==> config.mk <==
export PLATFORM = sky130hd
export DESIGN_NAME = signal_gen
export DESIGN_NICKNAME = d
export VERILOG_FILES = /design/src/rtl/signal_gen.sv
export SDC_FILE = /design/constraint.sdc
export NUM_CORES = 1
export LEC_CHECK = 0
export ABC_AREA = 1
export BUFFER_PORTS_ARGS = -buffer_cell sky130_fd_sc_hd__buf_2
export CORE_AREA = 2 2 152 154
export CTS_CLUSTER_SIZE = 16
export DETAILED_ROUTE_END_ITERATION = 8
export DIE_AREA = 0 0 154 156
export GPL_TIMING_DRIVEN = 0
export HOLD_SLACK_MARGIN = 0.15
export PLACE_DENSITY_LB_ADDON = 0.1
export SYNTH_ARGS = -nofsm -noshare
export SYNTH_HDL_FRONTEND = slang
export SYNTH_SLANG_ARGS = --single-unit
==> constraint.sdc <==
create_clock -name clk -period 3.4 [get_ports clk]
set_input_delay 0.68 -clock clk [delete_from_list [all_inputs] [get_ports clk]]
set_output_delay 0.68 -clock clk [all_outputs]
set_load 0.005 [all_outputs]
==> src/rtl/signal_gen.sv <==
// rtl/signal_gen.sv - programmable period/high-time waveform generator with double-buffered configuration
module signal_gen #(
    parameter int COUNTER_MAX = 100000,
    parameter int PERIOD_MIN  = 2
) (
    input  logic        clk,
    input  logic        as_reset,
    input  logic        enable,
    input  logic        load,
    input  logic [19:0] period_in,
    input  logic [19:0] high_in,
    output logic        signal_out,
    output logic        load_ack,
    output logic        load_err,
    output logic        period_done,
    output logic        running
);

    typedef enum logic [1:0] {
        IDLE  = 2'd0,
        RUN   = 2'd1,
        DRAIN = 2'd2
    } state_t;

    localparam logic [19:0] P_MAX = 20'(COUNTER_MAX);
    localparam logic [19:0] P_MIN = 20'(PERIOD_MIN);

    state_t      state, state_next;
    logic [19:0] cnt, cnt_next;
    logic [19:0] act_p, act_h, pend_p, pend_h, new_h;
    logic        pend_valid, cfg_valid;
    logic        sig_next, load_ok, at_wrap, xfer;

    assign load_ok     = (period_in >= P_MIN) && (period_in <= P_MAX);
    assign at_wrap     = (state != IDLE) && (cnt >= act_p - 20'd1);
    assign xfer        = pend_valid && ((state == IDLE) || at_wrap);
    assign new_h       = xfer ? pend_h : act_h;
    assign period_done = at_wrap;
    assign running     = (state != IDLE);

    always_comb begin
        state_next = state;
        cnt_next   = '0;
        sig_next   = 1'b0;
        case (state)
            IDLE: begin
                if (enable && (cfg_valid || pend_valid)) begin
                    state_next = RUN;
                    sig_next   = (new_h != '0);
                end
            end
            RUN, DRAIN: begin
                if (at_wrap) begin
                    // Enable seen at the wrap continues seamlessly; otherwise the period is done
                    if (enable) begin
                        state_next = RUN;
                        sig_next   = (new_h != '0);
                    end else begin
                        state_next = IDLE;
                    end
                end else begin
                    state_next = enable ? RUN : DRAIN;
                    cnt_next   = cnt + 20'd1;
                    sig_next   = ((cnt + 20'd1) < act_h);
                end
            end
            default: state_next = IDLE;
        endcase
    end

    always_ff @(posedge clk or posedge as_reset) begin
        if (as_reset) begin
            state      <= IDLE;
            cnt        <= '0;
            signal_out <= 1'b0;
            load_ack   <= 1'b0;
            load_err   <= 1'b0;
            act_p      <= '0;
            act_h      <= '0;
            pend_p     <= '0;
            pend_h     <= '0;
            pend_valid <= 1'b0;
            cfg_valid  <= 1'b0;
        end else begin
            state      <= state_next;
            cnt        <= cnt_next;
            signal_out <= sig_next;
            load_ack   <= load && load_ok;
            load_err   <= load && !load_ok;
            if (xfer) begin
                act_p     <= pend_p;
                act_h     <= pend_h;
                cfg_valid <= 1'b1;
            end
            // A load coinciding with a transfer becomes the next pending value
            if (load && load_ok) begin
                pend_p     <= period_in;
                pend_h     <= (high_in > period_in) ? period_in : high_in;
                pend_valid <= 1'b1;
            end else if (xfer) begin
                pend_valid <= 1'b0;
            end
        end
    end

endmodule

; Yosys cells after proc, flatten, opt, wreduce, memory -nomap -nowiden
; Index checks and enable logic that the tools add are counted.
[totals]
word_cells = 50
register_bits = 107
[op_classes]
reduce_logical = 14
n_lt_le_gt_ge = 5
n_eq_ne = 3
add_sub_neg = 2
n_mux = 15
[op_table]
columns = operator, count
row1 = $mux 20, 4
row2 = $add 20x1->20 const B, 1
row3 = $ge 20x2->1 const B, 1
row4 = $ge 20x20->1, 1
row5 = $gt 20x20->1, 1
row6 = $le 20x17->1 const B, 1
row7 = $lt 20x20->1, 1
row8 = $reduce_bool 20->1, 1
row9 = $sub 20x1->20 const B, 1
row10 = $logic_and 1x1->1, 6
row11 = $mux 1, 6
row12 = $mux 2, 3
row13 = $pmux 2 s2, 1
row14 = $reduce_bool 2->1, 2
row15 = $eq 2x1->1 const B, 1
row16 = $eq 2x2->1 const B, 1
row17 = $logic_not 2->1, 1
row18 = $logic_or 1x1->1, 2
row19 = $ne 2x1->1 const B, 1
row20 = $pmux 1 s2, 1
row21 = $reduce_or 2->1, 1
row22 = $logic_not 1->1, 1

; Depth between registers and ports, before layout
[logic_depth]
ltp_word = 10
mapped_depth = 33

; Worst setup path after synthesis
; OpenSTA, ideal clock, no wires.
[synth_timing]
path_type = register to register
startpoint = register act_p[3]
endpoint = register signal_out
setup_time_ns = 0.120
period_less_slack_ns = 3.628
path_stages_with_launch = 27
n_path_buf = 1
slack_ns = -0.228
arrival_ns = 3.508
path_cell_list = dfrtp_1 > nor2_1 > inv_2 > nor4_4 > nand2_2 > nor3_2 > nand2_2 > nor3_2 > nor3b_2 > nand3_1 > xnor2_1 > inv_1 > ha_1 > nand2_1 > nor2_1 > nor3b_2 > and2b_1 > nand2_2 > nand3_4 > nand2_4 > buf_2 > o21ai_1 > nand2_1 > nor2_1 > nand3_1 > nand2_1 > a21oi_1
[synth_between]
elab_chain_cells = 10
elab_cells_between_ends = 11
classes_between = add/sub (1) / order compare (1) / mux (5) / reduce/logical (4)
[synth_lines]
columns = item, line
row1 = "start, declared", 30  ; logic [19:0] act_p, act_h, pend_p, pend_h, new_h;
row2 = "start signal, assigned", 91  ; act_p <= pend_p;
row3 = $sub 20x1->20 *, 35  ; assign at_wrap = (state != IDLE) && (cnt >= act_p - 20'd1);
row4 = $ge 20x20->1 *, 35
row5 = $logic_and 1x1->1 *, 35
row6 = $logic_or 1x1->1, 36  ; assign xfer = pend_valid && ((state == IDLE) || at_wrap);
row7 = $logic_and 1x1->1, 36
row8 = $mux 20, -
row9 = $reduce_bool 20->1, "49, 57"
row10 = $mux 1, 55  ; if (enable) begin
row11 = $mux 1, 53  ; if (at_wrap) begin
row12 = $pmux 1 s2 *, 45  ; case (state)
row13 = via sig_next, 32  ; logic sig_next, load_ok, at_wrap, xfer;
row14 = "end signal, assigned", 87  ; signal_out <= sig_next;
row15 = "end, declared", 12  ; output logic signal_out,
; Mark *: on every way through the listed nets, which the timed path passes. The rest lies on a longest branch.
; A chain may end at the register's enable or synchronous reset.

; Worst setup path in the final report
; Ends and elaborated chain as after synthesis.

==> Flow_metrics.wiki <==
{| class="wikitable"
! Metric !! Value
|-
| Die Outline Area || 24000 µm²
|-
| Estimated wirelength of the detail-placed design || 13600 µm
|-
| Cells on worst reg2reg path || 27
|-
| Critical Setup Path Class || reg2reg
|-
| Count of endpoints failing hold in the final timing report || 0
|-
| Power Density || 730 nW/µm²
|-
| Post-placement cell area || 7250 µm²
|-
| Tcrit/Tclk final || 125%
|-
| FP Rows || 55
|-
| Pre-CTS worst setup slack || -1.20 ns
|-
| Vias per Instance || 4.41
|-
| Unrepaired setup endpoints after global routing || yes
|-
| Worst-path clk slew || 0.09 ns
|-
| I/O Pins || 49
|-
| Clock latency at the later pin of the worst-skew pair || 0.36 ns
|-
| CP endpoint kind || register
|-
| Number of sinks driven by the clock tree || 107
|-
| Met2 Resource Use GR || 28.4%
|-
| I/O Buffers || 48
|-
| Die span in y || 156 µm
|-
| Starting utilization of the core area || 29.4%
|-
| TritonCTS clock tree || done
|-
| Peak VDD IR || 0.000246 V
|-
| R2R Path End || signal_out
|-
| Slowest cell on the critical path || sky130_fd_sc_hd__dfrtp_1
|-
| Syn_area_per_cell || 7.85 µm²
|-
| Inserted Diodes || 0
|-
| Total power || 6.34 mW
|-
| M1 GR Usage || 19.8%
|-
| DR DRC count || 0
|-
| Fill cell count || 2330
|-
| Detailed Route Iter0 Violations || 239
|-
| Min Tclk post-route || 4.25 ns
|-
| Proportion of synthesized flip-flops having asynchronous set or reset || 100%
|-
| Total number of cells along the worst setup path || 27
|-
| Number of flops mapped to enable cells by yosys || 0
|-
| Main flop type after synthesis || sky130_fd_sc_hd__dfrtp_1
|-
| Number of CTS-inserted buffers || 9
|-
| Critical Path End || signal_out
|-
| Measured slew at the worst slew-check pin || 0.668 ns
|-
| Violations in the final reports || setup timing
|-
| Final Setup Violations || 65
|-
| Class of the tightest hold or removal check || in2async
|-
| Routed Antenna Nets || 0
|-
| Non-Filler Cell Area, Final || 8690 µm²
|-
| Quantity of hold-fixing buffers added after cts || 0
|-
| Share of the yosys chip area belonging to registers || 40.7%
|-
| Worst endpoint required time || 3.64 ns
|-
| Startpoint type of the worst setup path || register
|-
| Biggest fanout along the worst timing path || 8
|-
| Clock tree buffer depth || 2
|-
| Total nets after synthesis || 944
|-
| Total GRT Usage || 15.6%
|-
| Warnings from Yosys || 0
|-
| H-tree levels || 3
|-
| Final global-route overflow total || 0
|-
| First-pass GRT wire length || 29600 µm
|-
| Worst endpoint data arrival time || 4.49 ns
|-
| Run status || complete, but fails checks
|-
| Highest cell delay on the worst timing path || 0.43 ns
|-
| Netlist Area Pre-Place || 6570 µm²
|-
| Leakage || 4.36 nW
|-
| Synthesized instance count || 837
|-
| Layout Cells excl Fill || 1229
|-
| Relative area change from synthesis to final layout || 32.2%
|-
| Maximum achievable frequency || 235 MHz
|-
| Count of cell types in the netlist || 42
|-
| Antenna violations before repair || 0
|-
| Worst R2R Start || act_p[3]
|-
| Count of final max-slew check failures || 0
|-
| Post-synthesis register bit count || 107
|-
| DRT Pass-1 Iters || 4
|-
| Total Nets Final || 1047
|-
| Area inside the core boundary || 22400 µm²
|-
| Register-to-register setup slack || -0.85 ns
|-
| Ratio of cells with drive above 1 in the final layout || 27.0%
|-
| Post-layout utilization of the core || 38.9%
|-
| Largest net degree at the start of global routing || 41
|-
| Family with the most delay on the worst path || simple AND/OR/NAND/NOR gates
|-
| Max-slew headroom at the worst pin || 55.5%
|-
| Gpl congestion || 0.738
|-
| Number of global-route vias before repair || 5659
|-
| Number of max-cap violations || 0
|-
| Library cell appearing most often on the critical path || sky130_fd_sc_hd__nand2_2
|-
| Met3 track demand over resource || 1.11%
|-
| Per-cell routed wire length || 14.5 µm
|-
| Worst setup margin || -0.850 ns
|-
| First element of the critical path || act_p[3]
|-
| Total length of routed wires || 17800 µm
|-
| Via count || 5424
|-
| Count of placed standard cells including taps || 1173
|-
| Combined buffer and inverter count along the critical path || 4
|-
| Chip width || 154 µm
|-
| Clock root buffer || sky130_fd_sc_hd__clkbuf_16
|-
| Routing layer with the top usage in global route || met2
|-
| Worst Skew || 0.0142 ns
|}
[sequential cells by signal (all words and copies together), names as in the netlist]
| signal | count |
|---|---|
| pend_h | 20 |
| act_p | 20 |
| pend_p | 20 |
| load_err | 1 |
| cfg_valid | 1 |
| signal_out | 1 |
| load_ack | 1 |
| state | 2 |
| act_h | 20 |
| pend_valid | 1 |
| cnt | 20 |
[logic make-up (layout without fill, tap and decap cells)]
kind of cell / Yosys count / in the layout / synth area share (%)
compound gates: 123 / 123 / 10.2
xor+xnor: 29 / 29 / 3.86
fa+ha+maj: 63 / 63 / 12.0
buf+inv: 170 / 277 / 10.4
simple gates: 345 / 345 / 22.8
flops: 107 / 107 / 40.7
[routing by layer]
metal  wire, µm  share of wire (%)
met5          0                  0
met4        357                2.0
met3        306                1.7
met2       8900                 50
met1       8270                 46
[final cells by class]
class / instances / area (µm²) / area share [%]
Buffer: 20 / 194 / 2.23
Clock buffer: 9 / 225 / 2.59
Clock inverter: 6 / 61.3 / 0.705
Inverter: 148 / 566 / 6.51
Multi-Input combinational cell: 560 / 3770 / 43.4
Sequential cell: 107 / 2680 / 30.8
Tap cell: 285 / 357 / 4.10
Timing Repair Buffer: 94 / 836 / 9.62
[how the worst min path moves through the flow]
stage / slack [ns] / from / endpoint / cells after the start
after floorplan: 0.43 / cfg_valid / cfg_valid / 1
after global placement: 0.45 / pend_p[19] / pend_p[19] / 2
after detailed placement: 0.45 / cfg_valid / cfg_valid / 1
after CTS: 0.33 / as_reset / cnt[5] / 2
after global routing: 0.36 / as_reset / cnt[5] / 2
final: 0.34 / as_reset / cnt[5] / 2
[metrics by stage]
step / TNS, ns / hold slack (ns)
CTS: -35.98 / 0.335
detailed placement: -44.72 / 0.454
finish: -25.80 / 0.336
global route: -42.16 / 0.358
floorplan: -0.893 / 0.434
global placement: -44.40 / 0.452
[synth_stat cells (all sizes together) (2+ instances only)]
library cell    n  area (µm²)
a211oi          4        30.0
a21o            3        22.5
a21oi          22         114
buf            13        93.8
clkbuf          9        33.8
dfrtp         107        2680
ha             63         788
inv           148         556
nand2         188         721
nand3          28         153
nand3b          2        15.0
nand4           9        56.3
nor2           91         349
nor3           14        85.1
nor3b           2        25.0
nor4            5        46.3
o211ai          2        15.0
o21ai          85         425
o21bai          2        15.0
or2             2        12.5
xnor2           7        61.3
xor2           22         193
[power by group]
part,internal (mW),switching (mW),total (mW)
clock,0.513,0.541,1.05
combinational,1.58,1.73,3.31
sequential,1.62,0.362,1.98
total,3.71,2.63,6.34
[timing repair]
action | in CTS | in global routing
pin swaps | 19 | 35
gates cloned | 5 | 1
resized for setup | 110 | 105
setup buffers | 23 | 18
setup endpoints to repair | 65 | 65
[placed cells by master (no fill, tap or decap), drive strengths merged, types with 2 or more instances in the layout]
cell type | Yosys | layout
nor2 | 91 | 91
or2 | 2 | 2
o21ai | 85 | 85
a211oi | 4 | 4
nand3 | 28 | 28
xnor2 | 7 | 7
ha | 63 | 63
a21oi | 22 | 22
xor2 | 22 | 22
clkinvlp | 0 | 3
nand4 | 9 | 9
buf | 13 | 106
a21o | 3 | 3
inv | 148 | 149
o21bai | 2 | 2
clkinv | 0 | 2
o211ai | 2 | 2
nor3b | 2 | 2
nor4 | 5 | 5
nor3 | 14 | 14
nand2 | 188 | 188
clkbuf | 9 | 17
dfrtp | 107 | 107
nand3b | 2 | 2
Power figures use the tool's default switching activity.
